### config.mk
export PLATFORM = sky130hd
export DESIGN_NAME = free_entry_allocator_flat
export DESIGN_NICKNAME = d
export VERILOG_FILES = /design/src/rtl/free_entry_allocator_pkg.sv /design/src/rtl/free_entry_allocator_if.sv /design/src/rtl/free_entry_allocator_priority_finder.sv /design/src/rtl/free_entry_allocator.sv /design/src/flat_wrapper.sv
export SDC_FILE = /design/constraint.sdc
export NUM_CORES = 1
export LEC_CHECK = 0
export CORE_MARGIN = 2
export CORE_UTILIZATION = 45
export CTS_BUF_LIST = sky130_fd_sc_hd__clkbuf_4 sky130_fd_sc_hd__clkbuf_8
export DETAILED_ROUTE_END_ITERATION = 16
export MAX_ROUTING_LAYER = met4
export PLACE_DENSITY_LB_ADDON = 0.05
export RECOVER_POWER = 100
export SYNTH_ARGS = -nofsm -noshare
export SYNTH_HDL_FRONTEND = slang
export SYNTH_HIERARCHICAL = 1
export SYNTH_SLANG_ARGS = --single-unit
### constraint.sdc
create_clock -name clk -period 2.99 [get_ports clk]
set_input_delay 0.598 -clock clk [delete_from_list [all_inputs] [get_ports clk]]
set_output_delay 0.598 -clock clk [all_outputs]
set_load 0.02 [all_outputs]
### src/rtl/free_entry_allocator_pkg.sv
// Shared types for the free-entry allocator and its consumers.
package free_entry_allocator_pkg;

  localparam int unsigned POOL_WIDTH = 16;
  localparam int unsigned INDEX_W    = $clog2(POOL_WIDTH);

  typedef logic [INDEX_W-1:0] alloc_index_t;

endpackage

### src/rtl/free_entry_allocator_if.sv
// Requester/releaser bundle of the free-entry allocator.
interface free_entry_allocator_if #(
  parameter int unsigned WIDTH = free_entry_allocator_pkg::POOL_WIDTH
);
  localparam int unsigned IW = $clog2(WIDTH);

  // alloc_req is the valid and alloc_grant the same-cycle ready: a transfer happens
  // on an edge where both are 1, and the requester keeps alloc_req high until granted.
  logic          flush;
  logic          alloc_req;
  logic          alloc_grant;
  logic [IW-1:0] alloc_index;
  logic          release_valid;
  logic [IW-1:0] release_index;
  logic          full;
  logic          empty;
  logic [IW:0]   free_count;
  logic          release_error;

  modport master (
    output flush, alloc_req, release_valid, release_index,
    input  alloc_grant, alloc_index, full, empty, free_count, release_error
  );

  modport slave (
    input  flush, alloc_req, release_valid, release_index,
    output alloc_grant, alloc_index, full, empty, free_count, release_error
  );
endinterface

### src/rtl/free_entry_allocator_priority_finder.sv
// Picks the lowest (FIRST_PRIORITY=1) or highest (0) set bit of a vector.
module priority_finder #(
  parameter int unsigned WIDTH          = 16,
  parameter bit          FIRST_PRIORITY = 1'b1
) (
  input  logic [WIDTH-1:0]         vec_i,
  output logic [$clog2(WIDTH)-1:0] index_o,
  output logic                     any_o
);
  localparam int unsigned IW = $clog2(WIDTH);

  // The last matching assignment wins, so the scan direction sets the priority.
  always_comb begin
    index_o = '0;
    if (FIRST_PRIORITY) begin
      for (int i = int'(WIDTH) - 1; i >= 0; i--) begin
        if (vec_i[i]) index_o = IW'(i);
      end
    end else begin
      for (int i = 0; i < int'(WIDTH); i++) begin
        if (vec_i[i]) index_o = IW'(i);
      end
    end
  end

  assign any_o = |vec_i;
endmodule

### src/rtl/free_entry_allocator.sv
// Busy/free tracker that grants one free entry per cycle and accepts one release.
// Define ALLOCATOR_FREE_COUNT_EN to maintain free_count and self-check it.
module free_entry_allocator
  import free_entry_allocator_pkg::*;
#(
  parameter int unsigned WIDTH          = POOL_WIDTH,
  parameter bit          FIRST_PRIORITY = 1'b1
) (
  input  logic                  clk,
  input  logic                  rst,
  free_entry_allocator_if.slave bus
);
  localparam int unsigned IW = $clog2(WIDTH);
  localparam int unsigned CW = IW + 1;

  logic [WIDTH-1:0] busy_q, busy_d;
  logic [WIDTH-1:0] free_vec, grant_mask, release_mask;
  logic [IW-1:0]    find_index;
  logic             any_free, grant, release_ok, release_bad;
  logic             full_q, empty_q, release_error_q;

  assign free_vec = ~busy_q;

  priority_finder #(
    .WIDTH          (WIDTH),
    .FIRST_PRIORITY (FIRST_PRIORITY)
  ) u_finder (
    .vec_i   (free_vec),
    .index_o (find_index),
    .any_o   (any_free)
  );

  assign grant       = bus.alloc_req && any_free && !bus.flush;
  assign release_ok  = bus.release_valid && !bus.flush && busy_q[bus.release_index];
  assign release_bad = bus.release_valid && !bus.flush && !busy_q[bus.release_index];

  // The finder only sees free entries and a valid release targets a busy one,
  // so the two masks never overlap.
  always_comb begin
    grant_mask   = '0;
    release_mask = '0;
    if (grant)      grant_mask[find_index]          = 1'b1;
    if (release_ok) release_mask[bus.release_index] = 1'b1;
    busy_d = bus.flush ? '0 : ((busy_q | grant_mask) & ~release_mask);
  end

  always_ff @(posedge clk) begin
    if (rst) begin
      busy_q          <= '0;
      full_q          <= 1'b0;
      empty_q         <= 1'b1;
      release_error_q <= 1'b0;
    end else begin
      busy_q          <= busy_d;
      full_q          <= &busy_d;
      empty_q         <= ~|busy_d;
      release_error_q <= release_error_q | release_bad;
    end
  end

  assign bus.alloc_grant   = grant;
  assign bus.alloc_index   = find_index;
  assign bus.full          = full_q;
  assign bus.empty         = empty_q;
  assign bus.release_error = release_error_q;

`ifdef ALLOCATOR_FREE_COUNT_EN
  logic [CW-1:0] count_q, count_d;

  always_comb begin
    count_d = count_q - CW'(grant) + CW'(release_ok);
    if (bus.flush) count_d = CW'(WIDTH);
  end

  always_ff @(posedge clk) begin
    if (rst) count_q <= CW'(WIDTH);
    else     count_q <= count_d;
  end

  assign bus.free_count = count_q;

  free_count_matches_pool : assert property (
    @(posedge clk) disable iff (rst) count_q == CW'($countones(free_vec))
  );
`else
  assign bus.free_count = '0;
`endif
endmodule

### src/flat_wrapper.sv
// flat-port wrapper written by rule: the top's interface ports become plain ports
module free_entry_allocator_flat import free_entry_allocator_pkg::*;
#(
  parameter int unsigned WIDTH          = POOL_WIDTH,
  parameter bit          FIRST_PRIORITY = 1'b1
)
  (clk, rst, bus_flush, bus_alloc_req, bus_release_valid, bus_release_index, bus_alloc_grant, bus_alloc_index, bus_full, bus_empty, bus_free_count, bus_release_error);
  free_entry_allocator_if #(.WIDTH(WIDTH)) bus_i ();
  input  logic clk;
  input  logic rst;
  input wire logic [$bits(bus_i.flush)-1:0] bus_flush;
  input wire logic [$bits(bus_i.alloc_req)-1:0] bus_alloc_req;
  input wire logic [$bits(bus_i.release_valid)-1:0] bus_release_valid;
  input wire logic [$bits(bus_i.release_index)-1:0] bus_release_index;
  output wire logic [$bits(bus_i.alloc_grant)-1:0] bus_alloc_grant;
  output wire logic [$bits(bus_i.alloc_index)-1:0] bus_alloc_index;
  output wire logic [$bits(bus_i.full)-1:0] bus_full;
  output wire logic [$bits(bus_i.empty)-1:0] bus_empty;
  output wire logic [$bits(bus_i.free_count)-1:0] bus_free_count;
  output wire logic [$bits(bus_i.release_error)-1:0] bus_release_error;
  assign bus_i.flush = bus_flush;
  assign bus_i.alloc_req = bus_alloc_req;
  assign bus_i.release_valid = bus_release_valid;
  assign bus_i.release_index = bus_release_index;
  assign bus_alloc_grant = bus_i.alloc_grant;
  assign bus_alloc_index = bus_i.alloc_index;
  assign bus_full = bus_i.full;
  assign bus_empty = bus_i.empty;
  assign bus_free_count = bus_i.free_count;
  assign bus_release_error = bus_i.release_error;
  free_entry_allocator #(.WIDTH(WIDTH), .FIRST_PRIORITY(FIRST_PRIORITY)) u_core (.clk(clk), .rst(rst), .bus(bus_i));
endmodule
==> flow_metrics.py, run 1 <==
metrics = {
    "setup_path": {
        "crit_arrival_ps": 2320,
        "crit_slowest_cell": "clkdlybuf4s50_1",
        "cp.required_ps": 2390,
        "endpoint_kind": "primary output",
        "critPathMaxStageDelay_ps": 680,
        "crit_chain": "inv_1 > o31ai_1 > nand2_1 > a31oi_2 > clkdlybuf4s50_1",
        "cp-start-kind": "register",
        "crit_buf_inv": 2,
        "cpLargestDelayFamily": "buffers and inverters",
        "crit_type": "reg2out",
        "worst-path-max-fanout": 8,
    },
    "final_layout": {
        "area_growth_pct": 19.86,
        "ff_latch_area_um2": 380.4,
        "n_fill_cell": 309,
        "layout.nets": 215,
        "final_util_pct": 56.89,
        "drive_gt1_share_pct": 15.12,
        "final_cell_mix": "inv_1, nor2_1, dfxtp_1",
        "multi_input_area_um2": 952.2,
        "layout_commonest_cell": "inv_1",
        "n_antenna_cell": 0,
        "stdcell_area_um2": 1737,
    },
    "placed_design": {
        "port_buffers": 16,
        "dpl_cell_area_um2": 1682,
        "place_hpwl_um": 3544,
        "dp_slack_ps": 241.4,
        "routabilityCongestion": 1.080,
    },
    "clock_network": {
        "path_clk_slew_ps": 100,
        "cts-htree-levels": 1,
        "cts_root_buffer": "clkbuf_4",
        "cts_buffer_depth": 2,
        "ctsHoldBuffers": 0,
        "numCtsBuffers": 3,
        "cts_tree": "yes",
        "clkLatencyLatePin_ps": 310,
        "clock-sinks": 19,
    },
    "run_status": {
        "status": "completed",
    },
    "job": {
        "drv_cap": 0,
    },
    "die": {
        "die_w_um": 60.74,
        "core_area_um2": 3053,
        "die-area_um2": 3689,
        "rows": 20,
        "die_y_um": 60.74,
        "io-pin-count": 22,
        "initial_core_util_pct": 47.46,
    },
    "timing": {
        "worstMarginPinSlew_ps": 490.6,
        "setup_viol": 0,
        "max_freq_mhz": 342.9,
        "fin_skew_ps": 3.078,
        "layout_setup_ws_ps": 73.87,
        "layout_min_cycle_time_ps": 2916,
        "slew_headroom_pct": 67.01,
        "hold_viol_final": 0,
        "setup_tns_ps": 0,
        "maxSlewViolCount": 0,
        "fin_crit_sh_pct": 97.53,
    },
    "power": {
        "powerDensity_nw_per_um2": 272.0,
        "p_int_mw": 0.3483,
        "p_sw_share_pct": 26.25,
        "p_sw_mw": 0.1240,
        "power_leakage_nw": 0.6338,
        "ir_worst_vdd_mv": 0.2314,
        "p_comb_share_pct": 16.1,
        "pwr-share-seq_pct": 54.6,
        "p_clk_share_pct": 29.4,
    },
    "detailed_routing": {
        "viasPerCell": 6.185,
        "drt_iter0_drc": 157,
        "dr.pass1.iters": 5,
        "ant_nets": 0,
        "drc_errors": 0,
        "wl_per_cell_um": 18.09,
        "vias": 1540,
        "drt_wl_total_um": 4505,
    },
    "synth": {
        "synthCells": 183,
        "synthArstFlopShare_pct": 0,
        "synth.cell_area_um2": 1449,
        "synth_enable_flop_cells": 0,
        "yosysTopAreaCell": "dfxtp_1",
        "ys_top_cells_by_area": "dfxtp_1, mux4_2, nor2b_1, inv_1, nor2_1",
        "synth.top_cell.area_share_pct": 26.25,
        "synth-seq-cells": 19,
        "avgSynthCellArea_um2": 7.917,
        "yosysWarnings": 6,
        "synth.distinct_cells": 49,
        "dominantRegCellSynth": "dfxtp_1",
        "seq_area_frac_synth_pct": 26.25,
    },
    "grt": {
        "grt_max_degree": 20,
        "grt_pass1_wl_um": 7465,
        "antenna_found_initial": 0,
        "grt_pass1_vias": 1466,
        "globalRouteOverflowTotal": 0,
        "gr-usage-all-layers_pct": 28.79,
    },
    "min_path": {
        "hold_class": "reg2reg",
    },
}
## worst min-delay path, cell delays in order (launching register included)
cell and delay (ps):
dfxtp_1 330, nor2_1 40, nor2_1 70
## final cells by class
| type | count | share of cell area (%) |
|---|---|---|
| Sequential cell | 19 | 21.90 |
| Tap cell | 44 | 3.170 |
| Inverter | 22 | 4.755 |
| Timing Repair Buffer | 26 | 13.62 |
| Clock buffer | 4 | 1.729 |
| Multi-Input combinational cell | 134 | 54.83 |
## repair_timing
action,in CTS,in global routing
hold endpoints to repair,0,0
buffers inserted,0,0
resized for setup,2,5
endpoints found under the setup margin,2,4
## power groups by stage
| stage | combinational (mW) | sequential (mW) | clock, mW |
|---|---|---|---|
| after floorplan | 0.0497 | 0.265 | 0 |
| after global placement | 0.0768 | 0.264 | 0 |
| after detailed placement | 0.0763 | 0.264 | 0 |
| after CTS | 0.0759 | 0.258 | 0.143 |
| after global routing | 0.0832 | 0.258 | 0.152 |
| final | 0.0760 | 0.258 | 0.139 |
## state kept, by name, summed over array words and instances (netlist names)
| signal | flops |
|---|---|
| u_core/bus.release_error | 1 |
| u_core/bus.full | 1 |
| u_core/bus.empty | 1 |
| u_core/busy_q | 16 |
## per-layer routing
| metal | wire [um] | GRT usage (%) | vias up |
|---|---|---|---|
| li1 | - | - | 713 |
| met1 | 1847 | 38.04 | 717 |
| met2 | 2158 | 44.55 | 93 |
| met3 | 379 | 3.412 | 17 |
| met4 | 119 | 12.11 | 0 |
| met5 | 0 | - | - |
## cells in the mapped netlist (all sizes together) (2+ instances only)
master / instances
a311oi: 3
and2: 2
nand2b: 3
buf: 11
nor4bb: 2
and3: 2
a21oi: 6
dfxtp: 19
o21ai: 2
nand4b: 2
and4bb: 3
o31ai: 3
inv: 22
a311o: 3
a31oi: 9
a32oi: 4
nor2b: 15
nand3: 4
nor3: 4
nor2: 21
mux4: 5
nand2: 10
o211ai: 2
nor4: 5
nand4: 3
## per-stage QoR
step	hold slack, ps	cells	power [mW]
finish	483.4	249	0.4723
global route	515.0	249	0.4928
CTS	496.6	249	0.4765
detailed placement	475.5	245	0.3399
global placement	456.1	245	0.3406
floorplan	554.9	187	0.3150
## path summary, 6_finish.rpt
check,slack [ps],cells after the start,startpoint,endpoint
max reg2reg,150,9,u_core/busy_q[14]$_SDFF_PP0_,u_core/bus.full$_SDFF_PP0_
min,480,2,u_core/bus.release_error$_SDFF_PP0_,u_core/bus.release_error$_SDFF_PP0_
min reg2reg,480,2,u_core/bus.release_error$_SDFF_PP0_,u_core/bus.release_error$_SDFF_PP0_
max,70,5,u_core/busy_q[12]$_SDFF_PP0_,bus_alloc_index[1]
## cell families (layout without fill, tap and decap cells)
logic type      Yosys count  in the layout  share of synthesized area (%)
simple gates             82             82                          33.51
other cells               1              5                         0.2588
flops                    19             19                          26.25
buf+inv                  34             52                          10.71
mux                       5              5                          7.772
compound gates           42             42                          21.50
Power figures use the tool's default switching activity.
==> run 2: changes to the inputs <==
CORE_MARGIN = 4   (was 2)
==> run 2 against run 1 <==
Against the previous run: die area is 14% higher; combinational power is 4.7% higher; final cell count did not move; total power shrank 0.41%; clock-buffer cell count decreased by 1; largest power group unchanged; critical endpoint is now bus_alloc_index[0]; clock power decreased by 4%; sequential cell count unchanged.
==> flow_metrics.py, run 2 (synthesis results as in run 1) <==
metrics = {
    "timing": {
        "setup_viol": 0,
        "fin_crit_sh_pct": 96.11,
        "rsz0062_at_grt": "no",
        "maxSlewViolCount": 0,
        "max_freq_mhz": 348.0,
        "hold_viol_final": 0,
        "setup_tns_ps": 0,
        "fin_skew_ps": 6.473,
        "layout_min_cycle_time_ps": 2874,
    },
    "placed_design": {
        "dpl.cell_count": 245,
        "place_hpwl_um": 3684,
        "port_buffers": 16,
        "routabilityCongestion": 1.042,
        "dpl_cell_area_um2": 1682,
    },
    "detailed_routing": {
        "met2_length_um": 2119,
        "ant_nets": 0,
        "vias": 1560,
        "wl_met3_um": 539,
        "wl_per_cell_um": 18.75,
        "drt_wl_total_um": 4668,
        "drc_errors": 0,
        "drt_iter0_drc": 119,
        "top_layer_used": "met4",
        "dr.pass1.iters": 6,
        "wl_met1_um": 1849,
        "viasPerCell": 6.265,
    },
    "setup_path": {
        "crit_type": "reg2out",
        "crit_arrival_ps": 2280,
        "reg2reg_depth": 9,
        "cp-start-kind": "register",
        "worst-path-max-fanout": 8,
        "cp.required_ps": 2390,
        "rr_startpoint": "u_core/busy_q[13]$_SDFF_PP0_",
        "endpoint_kind": "primary output",
        "crit_start": "u_core/busy_q[10]$_SDFF_PP0_",
    },
    "clock_network": {
        "cts_root_buffer": "clkbuf_4",
        "cts_tree": "yes",
        "clock-sinks": 19,
        "path_clk_slew_ps": 120,
        "cts_buffer_depth": 2,
        "clkLatencyLatePin_ps": 300,
        "numCtsBuffers": 3,
        "cts-htree-levels": 1,
    },
    "final_layout": {
        "n_fill_cell": 291,
        "multi_input_area_um2": 962.2,
        "final_cell_mix": "inv_1, nor2_1, dfxtp_1",
        "n_antenna_cell": 0,
        "layout.nets": 215,
        "ff_latch_area_um2": 384.1,
        "stdcell_area_um2": 1732,
        "drive_gt1_share_pct": 16.10,
        "largest_register": "u_core/busy_q",
        "largest_register_ffs": 16,
        "stdcell_count": 249,
        "area_growth_pct": 19.52,
    },
    "grt": {
        "globalRouteOverflowTotal": 0,
        "grt_pass1_wl_um": 7624,
        "gr-usage-all-layers_pct": 24.18,
        "grt_max_degree": 20,
        "grt_pass1_vias": 1511,
        "antenna_found_initial": 0,
    },
    "die": {
        "die_y_um": 64.74,
        "die-area_um2": 4191,
        "core_area_um2": 3078,
        "rows": 20,
        "initial_core_util_pct": 47.07,
        "io-pin-count": 22,
        "die_w_um": 64.74,
    },
    "power": {
        "power.total_mw": 0.4704,
        "powerDensity_nw_per_um2": 271.6,
        "power_leakage_nw": 0.5933,
        "ir_worst_vdd_mv": 0.1997,
    },
    "min_path": {
        "min_path_cells": 2,
        "min_from": "u_core/bus.release_error$_SDFF_PP0_",
        "hold_class": "reg2reg",
    },
    "run_status": {
        "status": "completed",
    },
    "job": {
        "drv_cap": 0,
    },
}
run 2: cell count changes in the layout (fill, tap and decap cells not counted), moves of 2 or more:
cell / previous run / this run
clkbuf_1: 0 / 3
a31oi_2: 2 / 0
nor4_2: 1 / 3
dfxtp_1: 19 / 16
buf_4: 10 / 8
dfxtp_2: 0 / 3
run 2: critical path, stage by stage, from the launching register on:
cell and delay [ps]:
dfxtp_1 440, inv_1 130, o311a_1 370, o22ai_2 350, clkdlybuf4s50_1 680
run 2: final cells by class:
class | count | share of cell area, %
multi-input cells | 134 | 55.56
flip-flops and latches | 19 | 22.18
repair buffers | 26 | 12.72
inverters | 22 | 4.769
well taps | 44 | 3.179
clock buffers | 3 | 1.301
clock inverters | 1 | 0.2890
run 2: through the flow:
stage | util, % | hold WS, ps | worst slack, ps
floorplan | - | 554.9 | 235.8
global placement | 54.63 | 505.0 | 148.2
detailed placement | 54.63 | 489.5 | 130.1
CTS | 55.89 | 512.7 | 45.04
global route | 56.26 | 548.5 | 6.878
finish | 56.26 | 506.0 | 116.4
run 2: final timing paths:
kind | end | slack, ps
worst max-delay path | bus_alloc_index[0] | 120
worst min register to register | u_core/bus.release_error$_SDFF_PP0_ | 510
worst min-delay path | u_core/bus.release_error$_SDFF_PP0_ | 510
worst max register to register | u_core/bus.full$_SDFF_PP0_ | 200
run 2: layer usage:
layer,track usage (%),vias to the layer above
met2,36.53,124
met4,9.763,0
met1,31.67,704
met5,-,-
met3,4.679,23
li1,-,709
run 2: repair_timing:
item	CTS	global route
hold buffers	0	0
pin swaps	0	0
buffers inserted	0	0
gates resized for setup	3	8
endpoints found under the setup margin	3	5
run 2: power breakdown:
group | total (mW) | internal, mW | switching, mW
clock | 0.133 | 0.0498 | 0.0828
combinational | 0.0796 | 0.0328 | 0.0468
sequential | 0.258 | 0.256 | 0.00233
total | 0.470 | 0.338 | 0.132
